[src/rtl/awg_ctrl_pkg.sv]
// ============================================================================
// Module      : awg_ctrl_pkg
// Description : Shared menu encoding, waveform codes and field limits for the
//               signal-generator front-panel controller.
// Revision    : 1.0 - initial release
// ============================================================================
`default_nettype none

package awg_ctrl_pkg;

    typedef enum logic [1:0] {
        MENU_WAVE  = 2'd0,
        MENU_FREQ  = 2'd1,
        MENU_AMP   = 2'd2,
        MENU_PHASE = 2'd3
    } menu_t;

    localparam logic [2:0] WAVE_SAW    = 3'd0;
    localparam logic [2:0] WAVE_TRI    = 3'd1;
    localparam logic [2:0] WAVE_SQUARE = 3'd2;
    localparam logic [2:0] WAVE_SINE   = 3'd3;
    localparam logic [2:0] WAVE_NOISE  = 3'd4;
    localparam logic [2:0] WAVE_OFF    = 3'd7;

    localparam logic [3:0] FREQ_MIN  = 4'd1;
    localparam logic [3:0] FREQ_MAX  = 4'd6;
    localparam logic [3:0] AMP_MAX   = 4'd15;
    localparam logic [2:0] PHASE_MAX = 3'd7;

    function automatic menu_t next_menu(input menu_t m);
        return menu_t'(m + 2'd1);
    endfunction

endpackage

`default_nettype wire

[src/rtl/awg_ctrl_key_debounce.sv]
// ============================================================================
// Module      : key_debounce
// Description : Two-flop synchroniser and counter debounce for one active-low
//               key; emits the debounced level and a one-cycle press pulse.
// Revision    : 1.0 - initial release
// ============================================================================
`default_nettype none

module key_debounce #(
    parameter int DEB_CYCLES = 500000
) (
    input  logic clk,
    input  logic rst,
    input  logic key_n,
    output logic level,
    output logic press
);

    localparam int c_cnt_w = (DEB_CYCLES > 1) ? $clog2(DEB_CYCLES) : 1;
    localparam logic [c_cnt_w-1:0] c_cnt_last = c_cnt_w'(DEB_CYCLES - 1);

    logic [1:0]         r_sync;
    logic [c_cnt_w-1:0] r_cnt;
    logic               r_level;
    logic               r_press;
    logic               w_raw_pressed;

    assign w_raw_pressed = ~r_sync[1];

    // The counter only runs while the synchronised level disagrees with the
    // debounced one, so any bounce back restarts the stability window.
    always_ff @(posedge clk or posedge rst) begin
        if (rst) begin
            r_sync  <= 2'b11;
            r_cnt   <= '0;
            r_level <= 1'b0;
            r_press <= 1'b0;
        end else begin
            r_sync  <= {r_sync[0], key_n};
            r_press <= 1'b0;
            if (w_raw_pressed == r_level) begin
                r_cnt <= '0;
            end else if (r_cnt == c_cnt_last) begin
                r_cnt   <= '0;
                r_level <= w_raw_pressed;
                r_press <= w_raw_pressed;
            end else begin
                r_cnt <= r_cnt + c_cnt_w'(1);
            end
        end
    end

    assign level = r_level;
    assign press = r_press;

endmodule

`default_nettype wire

[src/rtl/awg_ctrl.sv]
// ============================================================================
// Module      : awg_ctrl
// Description : Front-panel controller: key debounce, auto-repeat, menu FSM and
//               registered waveform/frequency/amplitude/phase selectors.
// Revision    : 1.0 - initial release
// ============================================================================
`default_nettype none

module awg_ctrl #(
    parameter int DEB_CYCLES   = 500000,
    parameter int REPEAT_DELAY = 25000000,
    parameter int REPEAT_RATE  = 5000000
) (
    input  logic        clk,
    input  logic        rst,
    input  logic        key_sel_n,
    input  logic        key_up_n,
    input  logic        key_dn_n,
    input  logic        key_off_n,
    output logic [2:0]  state,
    output logic [11:0] state_freq,
    output logic [3:0]  state_amp,
    output logic [7:0]  state_phase,
    output logic [1:0]  menu_sel,
    output logic        cfg_stb
);

    import awg_ctrl_pkg::*;

    localparam int c_k_sel = 0;
    localparam int c_k_up  = 1;
    localparam int c_k_dn  = 2;
    localparam int c_k_off = 3;

    localparam int c_rep_w = $clog2(REPEAT_DELAY + 1);
    localparam logic [c_rep_w-1:0] c_rep_fire   = c_rep_w'(REPEAT_DELAY);
    localparam logic [c_rep_w-1:0] c_rep_rewind = c_rep_w'(REPEAT_DELAY - REPEAT_RATE + 1);

    logic [3:0] w_key_n;
    logic [3:0] w_level;
    logic [3:0] w_press;
    logic [1:0] w_rep;
    logic       w_up;
    logic       w_dn;
    logic       w_unused_levels;

    assign w_key_n = {key_off_n, key_dn_n, key_up_n, key_sel_n};

    for (genvar k = 0; k < 4; k++) begin : g_key
        key_debounce #(
            .DEB_CYCLES (DEB_CYCLES)
        ) u_key_debounce (
            .clk   (clk),
            .rst   (rst),
            .key_n (w_key_n[k]),
            .level (w_level[k]),
            .press (w_press[k])
        );
    end

    assign w_unused_levels = &{1'b0, w_level[c_k_sel], w_level[c_k_off]};

    // Hold counter reads 0 in the press cycle; after firing at REPEAT_DELAY it
    // rewinds so the next fire lands exactly REPEAT_RATE cycles later.
    for (genvar g = 0; g < 2; g++) begin : g_repeat
        logic [c_rep_w-1:0] r_hold;

        always_ff @(posedge clk or posedge rst) begin
            if (rst) begin
                r_hold <= '0;
            end else if (!w_level[g+1]) begin
                r_hold <= '0;
            end else if (r_hold == c_rep_fire) begin
                r_hold <= c_rep_rewind;
            end else begin
                r_hold <= r_hold + c_rep_w'(1);
            end
        end

        assign w_rep[g] = w_level[g+1] && (r_hold == c_rep_fire);
    end

    assign w_up = w_press[c_k_up] | w_rep[0];
    assign w_dn = w_press[c_k_dn] | w_rep[1];

    menu_t      r_menu;
    logic [2:0] r_wave;
    logic [2:0] r_saved;
    logic [3:0] r_freq;
    logic [3:0] r_amp;
    logic [2:0] r_phase;
    logic       r_stb;

    always_ff @(posedge clk or posedge rst) begin
        if (rst) begin
            r_menu  <= MENU_WAVE;
            r_wave  <= WAVE_SAW;
            r_saved <= WAVE_SAW;
            r_freq  <= FREQ_MIN;
            r_amp   <= AMP_MAX;
            r_phase <= '0;
            r_stb   <= 1'b0;
        end else begin
            r_stb <= 1'b0;
            if (w_press[c_k_off]) begin
                if (r_wave != WAVE_OFF) begin
                    r_saved <= r_wave;
                    r_wave  <= WAVE_OFF;
                end else begin
                    r_wave <= r_saved;
                end
                r_stb <= 1'b1;
            end else if (w_press[c_k_sel]) begin
                r_menu <= next_menu(r_menu);
            end else if (w_up ^ w_dn) begin
                case (r_menu)
                    MENU_WAVE: begin
                        if (r_wave != WAVE_OFF) begin
                            if (w_up) begin
                                r_wave <= (r_wave == WAVE_NOISE) ? WAVE_SAW : r_wave + 3'd1;
                            end else begin
                                r_wave <= (r_wave == WAVE_SAW) ? WAVE_NOISE : r_wave - 3'd1;
                            end
                            r_stb <= 1'b1;
                        end
                    end
                    MENU_FREQ: begin
                        if (w_up) begin
                            r_freq <= (r_freq == FREQ_MAX) ? FREQ_MIN : r_freq + 4'd1;
                        end else begin
                            r_freq <= (r_freq == FREQ_MIN) ? FREQ_MAX : r_freq - 4'd1;
                        end
                        r_stb <= 1'b1;
                    end
                    MENU_AMP: begin
                        if (w_up && (r_amp != AMP_MAX)) begin
                            r_amp <= r_amp + 4'd1;
                            r_stb <= 1'b1;
                        end else if (w_dn && (r_amp != 4'd0)) begin
                            r_amp <= r_amp - 4'd1;
                            r_stb <= 1'b1;
                        end
                    end
                    MENU_PHASE: begin
                        if (w_up) begin
                            r_phase <= (r_phase == PHASE_MAX) ? 3'd0 : r_phase + 3'd1;
                        end else begin
                            r_phase <= (r_phase == 3'd0) ? PHASE_MAX : r_phase - 3'd1;
                        end
                        r_stb <= 1'b1;
                    end
                endcase
            end
        end
    end

    assign state       = r_wave;
    assign state_freq  = {8'd0, r_freq};
    assign state_amp   = r_amp;
    assign state_phase = {5'd0, r_phase};
    assign menu_sel    = r_menu;
    assign cfg_stb     = r_stb;

endmodule

`default_nettype wire

[config.mk]
export PLATFORM = sky130hd
export DESIGN_NAME = awg_ctrl
export DESIGN_NICKNAME = d
export VERILOG_FILES = /design/src/rtl/awg_ctrl_pkg.sv /design/src/rtl/awg_ctrl_key_debounce.sv /design/src/rtl/awg_ctrl.sv
export SDC_FILE = /design/constraint.sdc
export NUM_CORES = 1
export LEC_CHECK = 0
export CAP_MARGIN = 30
export CORE_ASPECT_RATIO = 1.5
export CORE_UTILIZATION = 42
export CTS_CLUSTER_DIAMETER = 80
export DETAILED_ROUTE_END_ITERATION = 12
export GPL_TIMING_DRIVEN = 0
export PLACE_DENSITY = 0.63
export SYNTH_ARGS = -nofsm -noshare
export SYNTH_HDL_FRONTEND = slang
export SYNTH_HIERARCHICAL = 1
export SYNTH_SLANG_ARGS = --single-unit
[constraint.sdc]
create_clock -name clk -period 6.8 [get_ports clk]
set_input_delay 0.68 -clock clk [delete_from_list [all_inputs] [get_ports clk]]
set_output_delay 0.68 -clock clk [all_outputs]
set_load 0.01 [all_outputs]
==> metrics.cfg <==
[run_status]
status = complete, no violations

[sta]
rsz0062_at_grt = no
period_share = 0.585
fin_skew_ps = 11.4
worst_slew_pin_slew_ps = 897
worst_slack_ps = 2820
relSlewSlack = 0.401
max_freq_mhz = 251
hold_viol_final = 0
timing.final.max_slew_violations = 0
finalSetupTns_ps = 0
fin_crit_ps = 3980
setup_viol = 0

[logic_synthesis]
netlist_area_sq_um = 8680
syn_inst = 855
yosys_most_used_dff = dfrtp_1
ys_seq_area_frac = 0.469
synth_cell_types = 66
synth_enable_flop_cells = 0
syn_avg_cell_area_sq_um = 10.2
synthArstFlopShare = 1.00
ys_seq_elements = 162
ys_warn_count = 6

[detailed_routing]
wl_per_cell_microns = 14.2
viasPerCell = 5.20
ant_nets = 0
drt-total-wl_microns = 16800
first_pass_iters = 4
vias = 6161
drt_iter0_drc = 285
remaining_drc_errors = 0

[finish]
final_cell_count_no_fill = 1185
drive_above_1_share = 0.116
nets = 942
syn2layout_area_growth_pct = 13.6
num_antenna_cells = 0
fillers = 1935

[power_and_ir_drop]
p_clk_frac = 0.477
combPwrFrac = 0.027
swShare = 0.213
internal_power_mw = 1.56
cellPowerDensity_nw_per_um2 = 201
p_sw_mw = 0.422
vdd_drop_max_mv = 0.154
pwr-share-seq = 0.496
leakage_nw = 4.05

[critical_path]
worstPathCellList = inv_1, ha_1, nor4b_1, nand4_1, o41ai_4, clkbuf_1, nand2_1, ha_1, a21o_1, a21oi_1, mux2_2, o221ai_1, nand4bb_1, xnor2_1
worstSetupPathType = reg2reg
worst_setup_path_end_kind = flip-flop
cp_max_fo = 10
reg2reg_to = state_amp[3]
slowest_delay_ps = 630
r2r_cells = 14
critPathRequiredTime_ps = 7150
reg2reg_setup_slack_ps = 2820
cp_common_cell = ha_1
r2r-start = g_repeat[0].r_hold[0]
critPathLaunch = g_repeat[0].r_hold[0]
cp_slowest_cell = o41ai_4
cp-start-kind = flip-flop
arrival_ps = 4330
endpoint = state_amp[3]

[floorplan]
die-width_microns = 119
rows = 64
core-area_sq_um = 20300
start_util = 0.427
die-area_sq_um = 21300
io_pins = 36
dieHeight_microns = 178

[clock_network]
cts_setup_buffers = 0
cts_hold_buf = 0
h-tree-depth = 4
clockBufferDepth = 2
insertion_delay_ps = 430
numCtsBuffers = 17
clk_pin_slew_ps = 60
clock_sinks = 162
cts_resized = 0
tritoncts = done
cts-root-buf = clkbuf_16

[global_route]
antenna_found_initial = 0
grt_overflow_total = 0
grt_usage = 0.172
grt_first_pass_wirelength_microns = 29200
grt_pass1_vias = 6175
grt_max_degree = 71

[placed_design]
place_hpwl_microns = 11900
post-place-cells = 1153
dp_slack_ps = 2810
io_buffers = 22
gp_congestion = 0.823

[job]
cap_violations = 0

[hold_path]
hold_path.class = reg2reg

-- routing by layer --
| metal | wire length, microns | track usage | part of all wire | up-vias |
|---|---|---|---|---|
| met5 | 0 | 0 | 0 | - |
| met4 | 208 | 0.0552 | 0.012 | 0 |
| met3 | 495 | 0.0393 | 0.029 | 16 |
| met2 | 8780 | 0.316 | 0.52 | 75 |
| met1 | 7330 | 0.196 | 0.44 | 3004 |
| li1 | - | - | - | 3066 |
-- power groups by stage --
stage	combinational, mW	sequential (mW)	clock (mW)
2_1_floorplan	0.0402	0.999	0
3_5_place_dp	0.0552	1.00	0
5_1_grt	0.0623	0.985	1.01
3_3_place_gp	0.0550	1.00	0
4_1_cts	0.0554	0.984	0.976
6_report	0.0533	0.984	0.945
-- cell families after synthesis --
group	Yosys count	share of synthesized area
AO/OA/AOI/OAI	66	0.0542
XOR/XNOR	118	0.120
adder cells (fa/ha/maj)	28	0.0412
buffers and inverters	67	0.0369
flip-flops	162	0.469
multiplexers	20	0.0251
other	1	0.000432
AND/OR/NAND/NOR	393	0.253
-- cell usage after synthesis, drive strengths merged (2+ instances only) --
library cell / instances / area share
nor2: 130 / 0.056
a21oi: 14 / 0.0081
nand4b: 4 / 0.0040
o21ai: 27 / 0.017
xnor2: 85 / 0.087
buf: 18 / 0.016
a41oi: 3 / 0.0048
and2: 7 / 0.0050
a31o: 2 / 0.0020
o41ai: 2 / 0.0042
o21a: 2 / 0.0017
or2: 2 / 0.0014
a21boi: 4 / 0.0035
a2bb2oi: 2 / 0.0020
clkbuf: 7 / 0.0030
nand3: 59 / 0.035
or3: 4 / 0.0029
mux2: 11 / 0.015
nor4bb: 3 / 0.0035
and4: 6 / 0.0061
nor4: 31 / 0.033
mux2i: 9 / 0.010
and3: 23 / 0.017
nor3b: 2 / 0.0017
nor4b: 3 / 0.0037
xor2: 33 / 0.033
inv: 42 / 0.018
ha: 27 / 0.039
nand2: 46 / 0.020
nor3: 28 / 0.016
or4: 6 / 0.0052
dfrtp: 149 / 0.43
dfstp: 13 / 0.039
or4b: 2 / 0.0023
nand4: 29 / 0.031
and4bb: 5 / 0.0072
-- layout make-up --
type / instances / area (sq um) / area share
Clock inverter: 9 / 108 / 0.0109
Inverter: 42 / 160 / 0.0162
Tap cell: 264 / 330 / 0.0335
Clock buffer: 23 / 478 / 0.0485
Buffer: 25 / 163 / 0.0165
Sequential cell: 162 / 4070 / 0.413
Multi-Input combinational cell: 638 / 4330 / 0.439
Timing Repair Buffer: 22 / 220 / 0.0223
-- cell usage in the layout, fill, tap and decap left out, drive strengths merged, types with 9 or more instances in the layout --
cell type / count
mux2: 11
inv: 42
dfrtp: 149
nand4: 29
mux2i: 9
dfstp: 13
a21oi: 14
buf: 18
ha: 27
nor4: 31
xor2: 33
clkdlybuf4s50: 22
conb: 13
nand2: 46
and3: 23
clkbuf: 30
xnor2: 85
nor2: 130
nand3: 59
nor3: 28
o21ai: 27
-- worst min-delay path by stage --
stage / slack (ps) / from / endpoint / depth (start not counted)
after floorplan: 350 / g_key[0].u_key_debounce/r_sync[0] / g_key[0].u_key_debounce/r_sync[1] / 0
after global placement: 350 / g_key[0].u_key_debounce/r_sync[0] / g_key[0].u_key_debounce/r_sync[1] / 0
after detailed placement: 350 / g_key[3].u_key_debounce/r_sync[0] / g_key[3].u_key_debounce/r_sync[1] / 0
after CTS: 360 / g_key[3].u_key_debounce/r_sync[0] / g_key[3].u_key_debounce/r_sync[1] / 0
after global routing: 360 / g_key[3].u_key_debounce/r_sync[0] / g_key[3].u_key_debounce/r_sync[1] / 0
final: 350 / g_key[3].u_key_debounce/r_sync[0] / g_key[3].u_key_debounce/r_sync[1] / 0
-- state kept, by name (all words and copies together) (netlist names) --
name,count
r_phase,3
state_amp,4
g_key.u_key_debounce/r_sync,8
g_key.u_key_debounce/level,4
menu_sel,2
state,3
g_key.u_key_debounce/press,4
r_saved,3
cfg_stb,1
g_key.u_key_debounce/r_cnt,76
g_repeat.r_hold,50
r_freq,4
-- through the flow --
| stage | instance area (sq um) | hold slack [ps] | util | total power, mW |
|---|---|---|---|---|
| 2_1_floorplan | 8720 | 345 | - | 1.04 |
| 4_1_cts | 9860 | 355 | 0.485 | 2.01 |
| 3_5_place_dp | 9280 | 347 | 0.456 | 1.06 |
| 5_1_grt | 9860 | 359 | 0.485 | 2.06 |
| 3_3_place_gp | 9280 | 346 | 0.456 | 1.06 |
| 6_report | 9860 | 354 | 0.485 | 1.98 |
-- critical path: cells and delay by family, from the launching register on --
| family | cells | cell delay, ps |
|---|---|---|
| AOI/OAI and AO/OA | 4 | 1120 |
| xor gates and xnor gates | 1 | 130 |
| adders and majority gates | 2 | 460 |
| buffers and inverters | 2 | 500 |
| DFF | 1 | 410 |
| muxes | 1 | 370 |
| and+or+nand+nor | 4 | 930 |
No activity file was read; power rests on OpenSTA's default activity.
